--- src/rtl/ahbl_splitter.sv ---
// AHB-Lite 1-to-N address splitter: decodes the upstream address phase onto N slave ports,
// steers the data-phase response back, and answers unmapped transfers with a two-cycle ERROR.
module ahbl_splitter #(
  parameter int                          N_PORTS   = 2,
  parameter int                          W_ADDR    = 32,
  parameter int                          W_DATA    = 32,
  parameter logic [N_PORTS*W_ADDR-1:0]   ADDR_MAP  = '0,
  parameter logic [N_PORTS*W_ADDR-1:0]   ADDR_MASK = '0
) (
  input  logic                           clk,
  input  logic                           rst_n,
  // Upstream handshake: a transfer is taken on a rising edge where src_hready=1 and
  // src_htrans[1]=1; src_hready_resp=0 stretches the current data phase.
  input  logic                           src_hready,
  output logic                           src_hready_resp,
  output logic                           src_hresp,
  input  logic [W_ADDR-1:0]              src_haddr,
  input  logic                           src_hwrite,
  input  logic [1:0]                     src_htrans,
  input  logic [2:0]                     src_hsize,
  input  logic [2:0]                     src_hburst,
  input  logic [3:0]                     src_hprot,
  input  logic                           src_hmastlock,
  input  logic [W_DATA-1:0]              src_hwdata,
  output logic [W_DATA-1:0]              src_hrdata,
  output logic [N_PORTS-1:0]             dst_hready,
  input  logic [N_PORTS-1:0]             dst_hready_resp,
  input  logic [N_PORTS-1:0]             dst_hresp,
  output logic [N_PORTS*W_ADDR-1:0]      dst_haddr,
  output logic [N_PORTS-1:0]             dst_hwrite,
  output logic [N_PORTS*2-1:0]           dst_htrans,
  output logic [N_PORTS*3-1:0]           dst_hsize,
  output logic [N_PORTS*3-1:0]           dst_hburst,
  output logic [N_PORTS*4-1:0]           dst_hprot,
  output logic [N_PORTS-1:0]             dst_hmastlock,
  output logic [N_PORTS*W_DATA-1:0]      dst_hwdata,
  input  logic [N_PORTS*W_DATA-1:0]      dst_hrdata,
  output logic [1:0]                     err_state_o,
  output logic [N_PORTS-1:0]             data_sel_o
);

  typedef enum logic [1:0] {
    ST_IDLE = 2'd0,
    ST_ERR1 = 2'd1,
    ST_ERR2 = 2'd2
  } err_state_t;

  err_state_t           state_q;
  logic                 err_active_q;
  logic                 err_wait_q;
  logic [N_PORTS-1:0]   data_sel_q;
  logic [N_PORTS-1:0]   data_sel_d;
  logic [N_PORTS-1:0]   addr_sel;
  logic                 addr_hit;
  logic                 unmapped_active;

  // Lowest matching index wins, so addr_sel is always one-hot or zero.
  always_comb begin
    addr_sel = '0;
    addr_hit = 1'b0;
    for (int i = 0; i < N_PORTS; i++) begin
      if (!addr_hit &&
          ((src_haddr & ADDR_MASK[i*W_ADDR +: W_ADDR]) == ADDR_MAP[i*W_ADDR +: W_ADDR])) begin
        addr_sel[i] = 1'b1;
        addr_hit    = 1'b1;
      end
    end
  end

  always_comb begin
    dst_htrans = '0;
    for (int i = 0; i < N_PORTS; i++) begin
      if (addr_sel[i]) dst_htrans[i*2 +: 2] = src_htrans;
    end
  end

  assign dst_haddr     = {N_PORTS{src_haddr}};
  assign dst_hwrite    = {N_PORTS{src_hwrite}};
  assign dst_hsize     = {N_PORTS{src_hsize}};
  assign dst_hburst    = {N_PORTS{src_hburst}};
  assign dst_hprot     = {N_PORTS{src_hprot}};
  assign dst_hmastlock = {N_PORTS{src_hmastlock}};
  assign dst_hready    = {N_PORTS{src_hready}};
  assign dst_hwdata    = {N_PORTS{src_hwdata}};

  assign unmapped_active = src_hready & src_htrans[1] & ~addr_hit;

  always_comb begin
    data_sel_d = data_sel_q;
    if (src_hready) data_sel_d = src_htrans[1] ? addr_sel : '0;
  end

  // Error responder; err_active_q/err_wait_q are the registered forms of the response it drives.
  always_ff @(posedge clk or negedge rst_n) begin
    if (!rst_n) begin
      state_q      <= ST_IDLE;
      err_active_q <= 1'b0;
      err_wait_q   <= 1'b0;
      data_sel_q   <= '0;
    end else begin
      data_sel_q <= data_sel_d;
      case (state_q)
        ST_ERR1: begin
          state_q      <= ST_ERR2;
          err_active_q <= 1'b1;
          err_wait_q   <= 1'b0;
        end
        default: begin
          if (unmapped_active) begin
            state_q      <= ST_ERR1;
            err_active_q <= 1'b1;
            err_wait_q   <= 1'b1;
          end else begin
            state_q      <= ST_IDLE;
            err_active_q <= 1'b0;
            err_wait_q   <= 1'b0;
          end
        end
      endcase
    end
  end

  always_comb begin
    src_hready_resp = 1'b1;
    src_hresp       = 1'b0;
    src_hrdata      = '0;
    if (err_active_q) begin
      src_hready_resp = ~err_wait_q;
      src_hresp       = 1'b1;
    end else begin
      for (int i = 0; i < N_PORTS; i++) begin
        if (data_sel_q[i]) begin
          src_hready_resp = dst_hready_resp[i];
          src_hresp       = dst_hresp[i];
          src_hrdata      = dst_hrdata[i*W_DATA +: W_DATA];
        end
      end
    end
  end

  assign err_state_o = state_q;
  assign data_sel_o  = data_sel_q;

endmodule

--- config.mk ---
export PLATFORM = sky130hd
export DESIGN_NAME = ahbl_splitter
export DESIGN_NICKNAME = d
export VERILOG_FILES = /design/src/rtl/ahbl_splitter.sv
export SDC_FILE = /design/constraint.sdc
export NUM_CORES = 1
export LEC_CHECK = 0
export ABC_CLOCK_PERIOD_IN_PS = 1200
export BUFFER_PORTS_ARGS = -buffer_cell sky130_fd_sc_hd__buf_2
export CAP_MARGIN = 20
export CORE_AREA = 2 2 135 137
export CTS_CLUSTER_SIZE = 20
export DETAILED_ROUTE_END_ITERATION = 10
export DIE_AREA = 0 0 137 139
export PLACE_DENSITY_LB_ADDON = 0.3
export SYNTH_ARGS = -nofsm -noshare
export SYNTH_HDL_FRONTEND = slang
export SYNTH_SLANG_ARGS = --single-unit
export TNS_END_PERCENT = 50
--- constraint.sdc ---
create_clock -name clk -period 1.2 [get_ports clk]
set_input_delay 0.18 -clock clk [delete_from_list [all_inputs] [get_ports clk]]
set_output_delay 0.18 -clock clk [all_outputs]
set_load 0.02 [all_outputs]
==> reports/qor_table.md, run 1 <==
| Quantity | Value |
|:---|:---|
| Commonest cells after routing, fill and taps aside | sky130_fd_sc_hd__buf_2, sky130_fd_sc_hd__and2_2, sky130_fd_sc_hd__conb_1 |
| Starting density of the core | 8.60% |
| Final setup skew | 0 ps |
| Final estimated routing congestion in global placement | 0.675 |
| IO Count | 345 |
| Peak per-stage delay on the critical path | 350 ps |
| Clk_lat worst skew | 0 ps |
| Overall overflow remaining after global route | 0 |
| DRC violations left | 0 |
| Unrepaired setup endpoints after global routing | no |
| Number of global-route vias before repair | 790 |
| Fmax | 0.921 GHz |
| Flip-flop and latch count after synthesis | 1 |
| Path type of the worst setup path | register to output pin |
| Switching Power | 0.251 mW |
| Worst-case setup slack after placement | 104 ps |
| Family of cells with the greatest summed delay on the critical path | flip-flops |
| Post-synthesis cell area | 0.00152 mm² |
| Cts hold-fix bufs | 1 |
| Int Power | 0.221 mW |
| Distinct cell type count after synthesis | 7 |
| Placeable core area | 0.0177 mm² |
| WP data required | 1020 ps |
| Startpoint type of the worst setup path | register |
| Flip-flop count of the largest register, all copies and words added | 1 |
| Max Cap Viol | 0 |
| Total number of placement rows | 49 |
| Gate power share | 91.4% |
| Number of setup violations in the final report | 0 |
| Post-CTS setup buffers | 0 |
| Largest net degree at the start of global routing | 37 |
| Critical Path Sink Type | output pin |
| Die X-Extent | 137 µm |
| Outcome | finished, final reports clean |
| Number of hold-slack violations in the final timing report | 0 |
| Number of cells traversed by the worst hold path | 0 |
| Critical-path cell with the highest stage delay | sky130_fd_sc_hd__dfrtp_1 |
| Post-cts resize count | 0 |
| Min-Delay Path Class | primary input to output pin |
| Net count, final | 269 |
| Relative contribution of sequential cells to total power | 8.6% |
| Maximum resistive drop on vdd | 316 µV |
| Number of cell instances on the worst register-to-register path | 2 |
| Final ANT Viol Nets | 0 |
| Wire length of the first global-routing pass | 4350 µm |
| Net Sw Frac | 53.2% |
| Portion of the post-synthesis area used by sequential elements | 1.65% |
| Post-layout min period | 1090 ps |
| Clock share of power | 0% |
| Number of antenna violations at the first check in global routing | 0 |
| Pwr Density | 471 mW/mm² |
| Data arrival time at the worst-slack endpoint | 910 ps |
| Most common cell after layout, fill and taps aside | sky130_fd_sc_hd__buf_2 |
| Total Die Area | 0.0190 mm² |
| Die Span Y | 139 µm |
| Hold slack | 360 ps |
| Total power | 0.472 mW |
| Number of vias after detailed routing | 670 |
| Input/output buffers | 75 |
| Number of optimization iterations in the first detailed-route pass | 2 |
| Synthesis warning total | 0 |
| Path length in cells of the critical path | 3 |
| Drt via density | 1.93 |
| DRT Wirelength | 3190 µm |
| Post-route worst setup slack | 114 ps |
| Ratio of cells with drive above 1 in the final layout | 93.2% |
| Routed len/inst | 9.19 µm |
| Clock slew seen by the registers of the worst setup and hold paths | 0 ps |
| Cell leakage power | 0.483 nW |
| Number of max-slew violations in the final report | 0 |
| Final-layout setup total negative slack | 0 ps |
| Area growth, synth to finish | -34.0% |
| Mean area per synthesized cell | 7.56 µm² |
| Ant. Diodes | 0 |
| GRT Util Overall | 2.99% |
| Tcrit/Tclk final | 90.5% |
| Gate Count Post-Synth | 201 |
| Largest fanout on the critical path | 36 |
| Detailed router's first-iteration violation count | 14 |
| Final HPWL from detailed placement | 2890 µm |
| Cells along the critical path | buf_12, or2b_1, buf_2 |
| Buffering stage count on the worst path with inverters included | 2 |
[metrics by stage]
step / area (µm²) / cells / util [%]
2_1_floorplan: 1530 / 205 / -
3_3_place_gp: 992 / 346 / 5.62
3_5_place_dp: 992 / 346 / 5.62
4_1_cts: 1000 / 347 / 5.68
5_1_grt: 1000 / 347 / 5.68
6_report: 1000 / 347 / 5.68
[layer usage]
| metal | wire, µm | up-vias | track usage, % | share of wire, % |
|---|---|---|---|---|
| li1 | - | 268 | - | - |
| met1 | 440 | 246 | 1.10 | 14 |
| met2 | 1750 | 91 | 6.26 | 55 |
| met3 | 493 | 65 | 0.950 | 15 |
| met4 | 500 | 0 | 4.50 | 16 |
| met5 | 0 | - | 0 | 0 |
[power by group through the flow]
stage                     Sequential, mW  Combinational [mW]  Clock (mW)
after detailed placement          0.0404               0.436           0
final                             0.0404               0.432           0
after global placement            0.0404               0.435           0
after global routing              0.0408               0.460           0
after floorplan                   0.0469                1.01           0
after CTS                         0.0404               0.440           0
[cell families (layout without fill, tap and decap cells)]
family,Yosys count,after routing,synth area share [%]
other,1,5,0.247
AND/OR/NAND/NOR,34,34,16.8
multiplexers,1,1,0.741
buffers and inverters,164,77,80.6
flip-flops,1,1,1.65
[synth_stat cells]
cell type,number,area [µm²]
sky130_fd_sc_hd__clkbuf_2,3,15.0
sky130_fd_sc_hd__mux2_2,1,11.3
sky130_fd_sc_hd__or2b_1,1,7.51
sky130_fd_sc_hd__and2_2,33,248
sky130_fd_sc_hd__dfrtp_1,1,25.0
sky130_fd_sc_hd__buf_4,161,1210
sky130_fd_sc_hd__conb_1,1,3.75
[worst paths after layout]
path	startpoint	slack, ps	to
max	data_sel_o[0]$_DFFE_PN0P_	110	src_hready_resp
min	src_hprot[0]	360	dst_hprot[4]
max reg2reg	data_sel_o[0]$_DFFE_PN0P_	280	data_sel_o[0]$_DFFE_PN0P_
min reg2reg	data_sel_o[0]$_DFFE_PN0P_	710	data_sel_o[0]$_DFFE_PN0P_
max in group asynchronous	rst_n	620	data_sel_o[0]$_DFFE_PN0P_
min in group asynchronous	rst_n	490	data_sel_o[0]$_DFFE_PN0P_
[final cells by class]
class	count	area [µm²]
Tap cell	229	287
Sequential cell	1	25.0
Fill cell	2095	16700
Multi-Input combinational cell	40	285
Timing Repair Buffer	77	405
(Power assumes the default switching activity.)
==> run 2, diff against run 1 <==
Settings changed: BUFFER_PORTS_ARGS -buffer_cell sky130_fd_sc_hd__buf_2 to not set, CORE_AREA 2 2 135 137 to 2 2 133 135, DIE_AREA 0 0 137 139 to 0 0 135 137, DONT_BUFFER_PORTS set to 1.
==> run 2 against run 1 <==
  * Sequential cell count unchanged
  * Clock skew unchanged
  * Design area down 37%
  * Via count down 39%
  * Power down 32%
  * Maximum frequency up 6.9%
  * Global-route usage down 0.95 points
  * Register-to-register slack about the same
  * Critical path type unchanged
  * Critical endpoint unchanged
==> reports/qor_table.md, run 2 (synthesized netlist as in run 1, its figures left out) <==
| Quantity | Value | Delta |
|:---|:---|:---|
| Clock share of power | 0% | unchanged |
| Maximum resistive drop on vdd | 274 µV | -13% |
| Critical-path cell with the highest stage delay | sky130_fd_sc_hd__dfrtp_1 |  |
| Cells along the critical path | buf_12, or2b_1 |  |
| Starting density of the core | 8.91% | +0.30 points |
| Drt via density | 1.52 | -21% |
| Number of antenna violations at the first check in global routing | 0 | unchanged |
| Number of vias after detailed routing | 410 | -39% |
| Startpoint type of the worst setup path | register |  |
| Final setup skew | 0 ps | unchanged |
| Post-layout min period | 1020 ps | -70.3 ps |
| Path type of the worst setup path | register to output pin |  |
| Total Die Area | 0.0185 mm² | -2.9% |
| Placement-stage cell area | 619 µm² | -38% |
| Clock slew seen by the registers of the worst setup and hold paths | 0 ps | unchanged |
| Unrepaired setup endpoints after global routing | no |  |
| Fmax | 0.985 GHz | +6.9% |
| Final estimated routing congestion in global placement | 0.633 | -6.2% |
| DRT Wirelength | 2560 µm | -20% |
| Net count, final | 195 | -28% |
| Max Cap Viol | 0 | unchanged |
| Largest fanout on the critical path | 36 | unchanged |
| Final ANT Viol Nets | 0 | unchanged |
| Area growth, synth to finish | -58.6% |  |
| Final HPWL from detailed placement | 2290 µm | -21% |
| Data arrival time at the worst-slack endpoint | 840 ps | -70 ps |
| Largest net degree at the start of global routing | 37 | unchanged |
| Total number of placement rows | 48 | -2.0% |
| Gate power share | 87.4% | -4.0 points |
| Tcrit/Tclk final | 84.6% | -5.9 points |
| Flip-flop count of the largest register, all copies and words added | 1 | unchanged |
| DRC violations left | 0 | unchanged |
| Net Sw Frac | 61.0% | +7.8 points |
| Post-route worst setup slack | 184 ps | +70.3 ps |
| Outcome | finished, final reports clean |  |
| Die X-Extent | 135 µm | -1.5% |
| Pwr Density | 508 mW/mm² | +7.8% |
| Filler Cells Inserted | 2,057 | -1.8% |
| Number of global-route vias before repair | 384 | -51% |
| Detailed router's first-iteration violation count | 5 | -9 |
| Critical Path Sink Type | output pin |  |
| Worst-case setup slack after placement | 179 ps | +74.4 ps |
| Ratio of cells with drive above 1 in the final layout | 81.8% | -11 points |
| Switching Power | 0.195 mW | -22% |
| Min-Delay Path Class | primary input to register |  |
| Input/output buffers | 0 | -100% |
| Routed len/inst | 9.53 µm | +3.7% |
| Cell leakage power | 0.165 nW | -66% |
| Number of optimization iterations in the first detailed-route pass | 2 | unchanged |
| Number of setup violations in the final report | 0 | unchanged |
| Number of hold-slack violations in the final timing report | 0 | unchanged |
| IO Count | 345 | unchanged |
| Commonest cells after routing, fill and taps aside | sky130_fd_sc_hd__and2_2, sky130_fd_sc_hd__conb_1 |  |
| GRT Util Overall | 2.04% | -0.95 points |
| Ant. Diodes | 0 | unchanged |
| Number of max-slew violations in the final report | 0 | unchanged |
| WP data required | 1020 ps | about the same |
| Peak per-stage delay on the critical path | 350 ps | about the same |
| Overall overflow remaining after global route | 0 | unchanged |
| Post-Layout Inst Area | 629 µm² | -37% |
| Wire length of the first global-routing pass | 2710 µm | -38% |
| Clk_lat worst skew | 0 ps | unchanged |
| Most common cell after layout, fill and taps aside | sky130_fd_sc_hd__and2_2 |  |
| Total power | 0.319 mW | -32% |
| Relative contribution of sequential cells to total power | 12.6% | +4.0 points |
| Int Power | 0.125 mW | -44% |
| Die Span Y | 137 µm | -1.4% |
| Final-layout setup total negative slack | 0 ps | unchanged |
| Placeable core area | 0.0171 mm² | -3.4% |
[run 2: cell count changes in the layout (fill, tap and decap cells not counted), sizes merged]
cell,before,now
buf,76,2
[run 2: stage by stage]
| step | util (%) | std cells | hold slack [ps] |
|---|---|---|---|
| 3_3_place_gp | 3.63 | 268 | -116 |
| 3_5_place_dp | 3.63 | 268 | -116 |
| 4_1_cts | 3.69 | 269 | 337 |
| 2_1_floorplan | - | 205 | -116 |
| 5_1_grt | 3.69 | 269 | 338 |
| 6_report | 3.69 | 269 | 336 |
[run 2: routing by layer]
| layer | routed length, µm | part of all wire, % | GRT usage, % |
|---|---|---|---|
| met5 | 0 | 0 | 0 |
| met4 | 401 | 16 | 3.76 |
| met3 | 560 | 22 | 0.963 |
| met2 | 1310 | 51 | 4.03 |
| met1 | 297 | 12 | 0.620 |
[run 2: area by class of cell]
| class | count | area (µm²) | area share, % |
|---|---|---|---|
| multi-input cells | 40 | 285 | 45.3 |
| well taps | 225 | 282 | 44.7 |
| repair buffers | 3 | 37.5 | 5.96 |
| flip-flops and latches | 1 | 25.0 | 3.98 |
[run 2: worst max-delay path: cells and delay by family (launching register included)]
kind | cells | cell delay, ps
simple gates | 1 | 320
buf+inv | 1 | 160
flops | 1 | 350
[run 2: what timing repair did]
action | in CTS | in global routing
gates resized for setup | 0 | 0
hold buffers | 1 | 0
setup buffers | 0 | 0
endpoints found under the hold margin | 1 | 0
[run 2: power by group through the flow]
stage | logic (mW) | registers, mW | clock network [mW]
finish | 0.279 | 0.0404 | 0
global route | 0.291 | 0.0405 | 0
CTS | 0.282 | 0.0404 | 0
detailed placement | 0.278 | 0.0404 | 0
global placement | 0.281 | 0.0404 | 0
floorplan | 1.01 | 0.0469 | 0
[run 2: worst paths after layout]
kind	start	to	slack, ps	depth (start not counted)
min reg2reg	data_sel_o[0]$_DFFE_PN0P_	data_sel_o[0]$_DFFE_PN0P_	700	2
min in group asynchronous	rst_n	data_sel_o[0]$_DFFE_PN0P_	400	1
max reg2reg	data_sel_o[0]$_DFFE_PN0P_	data_sel_o[0]$_DFFE_PN0P_	280	2
max	data_sel_o[0]$_DFFE_PN0P_	src_hready_resp	180	2
min	src_htrans[1]	data_sel_o[0]$_DFFE_PN0P_	340	1
max in group asynchronous	rst_n	data_sel_o[0]$_DFFE_PN0P_	700	1
